### src/rtl/lvt_mpram.sv
// Multi-port RAM: one bank per (write port, read port) pair plus a Live Value Table
// recording the last writer of each address. Clears every location after reset.
module lvt_mpram #(
    parameter int DATA_W = 5,
    parameter int ADDR_W = 7,
    parameter int NUM_WR = 2,
    parameter int NUM_RD = 2,
    parameter int BYPASS = 1
) (
    input  logic                     clk,
    input  logic                     rst,
    input  logic [NUM_WR-1:0]        wr_en,
    input  logic [NUM_WR*ADDR_W-1:0] wr_addr,
    input  logic [NUM_WR*DATA_W-1:0] wr_data,
    input  logic [NUM_RD-1:0]        rd_en,
    input  logic [NUM_RD*ADDR_W-1:0] rd_addr,
    output logic [NUM_RD*DATA_W-1:0] rd_data,
    output logic [NUM_RD-1:0]        rd_valid,
    output logic                     init_busy
);

    localparam int DEPTH = 1 << ADDR_W;
    localparam int LVT_W = (NUM_WR > 1) ? $clog2(NUM_WR) : 1;

    // Handshake: there is no backpressure. A read issued with rd_en[r] in READY is
    // answered exactly one cycle later with rd_valid[r]=1; rd_valid is a one-cycle pulse.
    typedef enum logic {
        CLEAR = 1'b0,
        READY = 1'b1
    } state_t;

    state_t              state_q;
    state_t              state_d;
    logic [ADDR_W:0]     clr_cnt;
    logic [ADDR_W-1:0]   clr_addr;
    logic                clr_we;
    logic                port_ok;

    logic [LVT_W-1:0]    lvt [DEPTH];
    logic [NUM_RD*NUM_WR*DATA_W-1:0] bank_rd;

    assign clr_addr  = clr_cnt[ADDR_W-1:0];
    assign clr_we    = !rst && (state_q == CLEAR);
    assign port_ok   = !rst && (state_q == READY);
    assign init_busy = (state_q == CLEAR);

    always_comb begin
        state_d = state_q;
        if (state_q == CLEAR && clr_cnt == (ADDR_W+1)'(DEPTH - 1)) begin
            state_d = READY;
        end
    end

    always_ff @(posedge clk) begin
        if (rst) begin
            state_q <= CLEAR;
            clr_cnt <= '0;
        end else begin
            state_q <= state_d;
            if (state_q == CLEAR) begin
                clr_cnt <= clr_cnt + 1'b1;
            end
        end
    end

    // Ascending loop order makes the highest-indexed writer win on a shared address.
    always_ff @(posedge clk) begin
        if (clr_we) begin
            lvt[clr_addr] <= '0;
        end else if (port_ok) begin
            for (int w = 0; w < NUM_WR; w++) begin
                if (wr_en[w]) begin
                    lvt[wr_addr[w*ADDR_W +: ADDR_W]] <= LVT_W'(w);
                end
            end
        end
    end

    for (genvar w = 0; w < NUM_WR; w++) begin : g_wr
        for (genvar r = 0; r < NUM_RD; r++) begin : g_bank
            logic [DATA_W-1:0] mem [DEPTH];

            always_ff @(posedge clk) begin
                if (clr_we) begin
                    mem[clr_addr] <= '0;
                end else if (port_ok && wr_en[w]) begin
                    mem[wr_addr[w*ADDR_W +: ADDR_W]] <= wr_data[w*DATA_W +: DATA_W];
                end
            end

            assign bank_rd[(r*NUM_WR + w)*DATA_W +: DATA_W] = mem[rd_addr[r*ADDR_W +: ADDR_W]];
        end
    end

    for (genvar r = 0; r < NUM_RD; r++) begin : g_rd
        logic [ADDR_W-1:0] addr;
        logic [LVT_W-1:0]  sel;
        logic [DATA_W-1:0] word;
        logic [DATA_W-1:0] data_q;
        logic              valid_q;

        assign addr = rd_addr[r*ADDR_W +: ADDR_W];
        assign sel  = lvt[addr];

        // Later matching write ports override earlier ones, mirroring the LVT priority.
        always_comb begin
            word = bank_rd[(r*NUM_WR + int'(sel))*DATA_W +: DATA_W];
            if (BYPASS != 0) begin
                for (int w = 0; w < NUM_WR; w++) begin
                    if (wr_en[w] && wr_addr[w*ADDR_W +: ADDR_W] == addr) begin
                        word = wr_data[w*DATA_W +: DATA_W];
                    end
                end
            end
        end

        always_ff @(posedge clk) begin
            if (rst) begin
                data_q  <= '0;
                valid_q <= 1'b0;
            end else if (port_ok) begin
                valid_q <= rd_en[r];
                if (rd_en[r]) begin
                    data_q <= word;
                end
            end else begin
                valid_q <= 1'b0;
            end
        end

        assign rd_data[r*DATA_W +: DATA_W] = data_q;
        assign rd_valid[r]                 = valid_q;
    end

endmodule

### config.mk
export PLATFORM = sky130hd
export DESIGN_NAME = lvt_mpram
export DESIGN_NICKNAME = d
export VERILOG_FILES = /design/src/rtl/lvt_mpram.sv
export SDC_FILE = /design/constraint.sdc
export NUM_CORES = 2
export LEC_CHECK = 0
export CORE_UTILIZATION = 48
export CTS_BUF_LIST = sky130_fd_sc_hd__clkbuf_16
export DETAILED_ROUTE_END_ITERATION = 8
export PLACE_DENSITY = 0.72
export SYNTH_ARGS = -nofsm -noshare
export SYNTH_HDL_FRONTEND = slang
export SYNTH_SLANG_ARGS = --single-unit
### constraint.sdc
create_clock -name clk -period 4.45 [get_ports clk]
set_input_delay 1.335 -clock clk [delete_from_list [all_inputs] [get_ports clk]]
set_output_delay 1.335 -clock clk [all_outputs]
set_load 0.02 [all_outputs]
==> impl_metrics.ini <==
[status]
status = complete, but fails checks
violations = negative setup slack

[pwr]
powerDensity_nw_per_um2 = 359
leakage_nw = 29.1
vdd_drop_max_uv = 444

[critical_path]
r2r_cells = 10
max_stage_delay_ns = 0.89
critical_path.most_common_cell = buf_4
critPathRequiredTime_ns = 5.13
crit_type = in2reg
cp_max_fo = 12
worstSetupStartpointType = input pin
end_kind = register
cpMaxStageDelayCell = nor4_1
worstPathArrival_ns = 5.16
path_cells = buf_8 -> buf_4 -> mux4_2 -> a22oi_1 -> a211oi_1 -> nor4_1 -> buf_4 -> nor3_1 -> a21boi_0 -> a2111oi_2 -> buf_4 -> o31ai_1

[finish]
nets = 4409
fin_cells = 6381
stdcell_area_sq_um = 80100
drive_gt1_frac = 0.367
synthToLayoutAreaGrowth_pct = 17.4
utilization = 0.567

[drt]
dr.pass1.iters = 6
drt_wl_total_mm = 208
first_iter_violations = 6312
routed_via_density = 6.74
wl_per_cell_um = 32.5
ant_nets = 0
route.vias.total = 43000
drc = 0

[placed_design]
place_ws_ns = -1.16
hpwl_mm = 142
place_area_sq_um = 75300
io_buffers = 56
gp_congestion = 0.951
dp.cells = 6103

[global_routing]
antenna_found_initial = 7
track_usage = 0.292
grt-ovfl-total = 0
grt_max_degree = 129
grt_pass1_wl_mm = 299
grt_pass1_vias = 42700

[cts]
clkLatencyLatePin_ns = 0.82
clock-sinks = 1429
clk_pin_slew_worst_paths_ns = 0.07
htreeDepth = 4
root_buffer = clkbuf_16
cts_tree = yes
clock_path_buffers = 3
holdBufCountCts = 0
numCtsBuffers = 149

[timing]
fmax_ghz = 0.223
relSlewSlack = 0.0703
drv_slew = 0
setup_ws_ns = -0.0287
min_period_ns = 4.48
fin_hold_ws_ns = 0.468
setup_viol = 2
worst_slew_pin_slew_ns = 1.39
fin_crit_sh = 1.01
rsz0062_at_grt = false
finalHoldViolations = 0
finClkSkew_ns = 0.0375

[min_path]
hold_path.class = reg2reg
whs_path_depth = 2

[die]
initial_core_util = 0.483
rows = 138
die_height_um = 379
ios = 57
coreArea_sq_um = 141000
fp.dieW_um = 379
die_area_sq_um = 144000

[synth]
yosys_most_used_dff = edfxtp_1
yosysSeqAreaShare = 0.607
async_flop_share = 0
yosysWarnings = 0
syn_area_sq_um = 68300
netlist_instances = 3883
syn_nets = 3928
synth_seq_cells = 1429
synth_cell_types = 55
avgSynthCellArea_sq_um = 17.6
synth-edff-count = 1280

[run]
drv_cap = 0
## per-stage QoR
stage | power (mW) | setup TNS, ns
floorplan | 15.8 | 0
global placement | 16.6 | -6.05
detailed placement | 16.6 | -4.62
CTS | 28.8 | 0
global route | 29.3 | 0
finish | 28.8 | -0.0403
## cell usage in the layout (no fill, tap or decap), types with 31 or more instances in the layout
| master | instances |
|---|---|
| a22oi_1 | 64 |
| a221oi_1 | 53 |
| edfxtp_1 | 1280 |
| nand2_1 | 276 |
| nor2_1 | 323 |
| clkdlybuf4s50_1 | 46 |
| a21oi_1 | 31 |
| buf_12 | 87 |
| o21ai_0 | 203 |
| dfxtp_1 | 149 |
| mux4_2 | 805 |
| buf_4 | 501 |
| mux2i_1 | 78 |
| clkbuf_16 | 154 |
| clkinv_1 | 31 |
| inv_1 | 38 |
## Yosys cell counts, types with 10 or more instances
library cell  number  area (sq um)
nand4_1           10          62.6
o211ai_1          13          97.6
nor2_1           325          1220
nor3_1            26           130
xnor2_1           22           193
nand3_1           17          85.1
edfxtp_1        1280         38400
dfxtp_1          149          2980
a211oi_1          16           120
buf_4             29           218
o21ai_0          203          1020
buf_2             78           390
mux4_2           805         18100
mux2i_1           78           781
nand2_1          276          1040
xor2_1            13           114
a22o_1            18           158
nand2b_1          18           113
clkbuf_1         158           593
buf_1             37           139
a22oi_1           64           480
and2_1            15          93.8
a21oi_1           31           155
and3_1            16           100
a221oi_1          53           464
o31ai_1           12          90.1
nor2b_1           16           100
## sequential cells by signal, indices dropped and copies added, names as in the netlist
register         flops
clr_cnt              8
g_rd.data_q         10
lvt                128
state_q              1
g_wr.g_bank.mem   1280
g_rd.valid_q         2
## worst max-delay path, delay by kind of cell
kind	cells	cell delay (ns)
AO/OA/AOI/OAI	5	1.31
AND/OR/NAND/NOR	2	0.98
buffers and inverters	4	0.98
multiplexers	1	0.54
## metal layers
metal	GRT usage	vias to the layer above	part of all wire
met5	0	-	0.00045
met4	0.126	12	0.044
met3	0.0867	505	0.13
met2	0.446	3056	0.47
met1	0.389	22300	0.36
li1	-	17200	-
## power breakdown
group / internal [mW] / total (mW) / switching (mW)
logic: 0.834 / 1.96 / 1.13
clock network: 6.99 / 12.4 / 5.38
registers: 14.4 / 14.4 / 0.0138
total: 22.2 / 28.8 / 6.52
## kinds of logic (layout without fill, tap and decap cells)
logic type	count (synthesis)	count (layout)	synth area share
flops	1429	1429	0.607
mux	888	888	0.278
simple gates	748	748	0.0461
compound gates	457	457	0.0430
buf+inv	325	927	0.0219
xor+xnor	35	35	0.00449
fa+ha+maj	1	1	0.000183
other cells	0	6	0
## layout make-up
class / count / area [sq um]
antenna: 6 / 15.0
clock buffer: 154 / 3850
clock inverter: 118 / 927
fill: 10400 / 61300
inverter: 12 / 50.0
multi-input combinational: 2129 / 25500
sequential: 1429 / 41400
tap: 1890 / 2360
timing repair buffer: 643 / 6060
## repair_timing
action	CTS	global route
buffers inserted	0	0
setup endpoints to repair	2	1
gates resized for setup	3	1
## worst paths after layout
| kind | startpoint | endpoint | slack [ns] |
|---|---|---|---|
| worst max register to register | lvt[44] | g_rd[1].data_q[4] | 0.70 |
| worst max-delay path | rd_addr[7] | g_rd[1].data_q[4] | -0.03 |
| worst min register to register | lvt[35] | lvt[35] | 0.47 |
| worst min-delay path | lvt[35] | lvt[35] | 0.47 |
No activity file was read; power rests on OpenSTA's default activity.
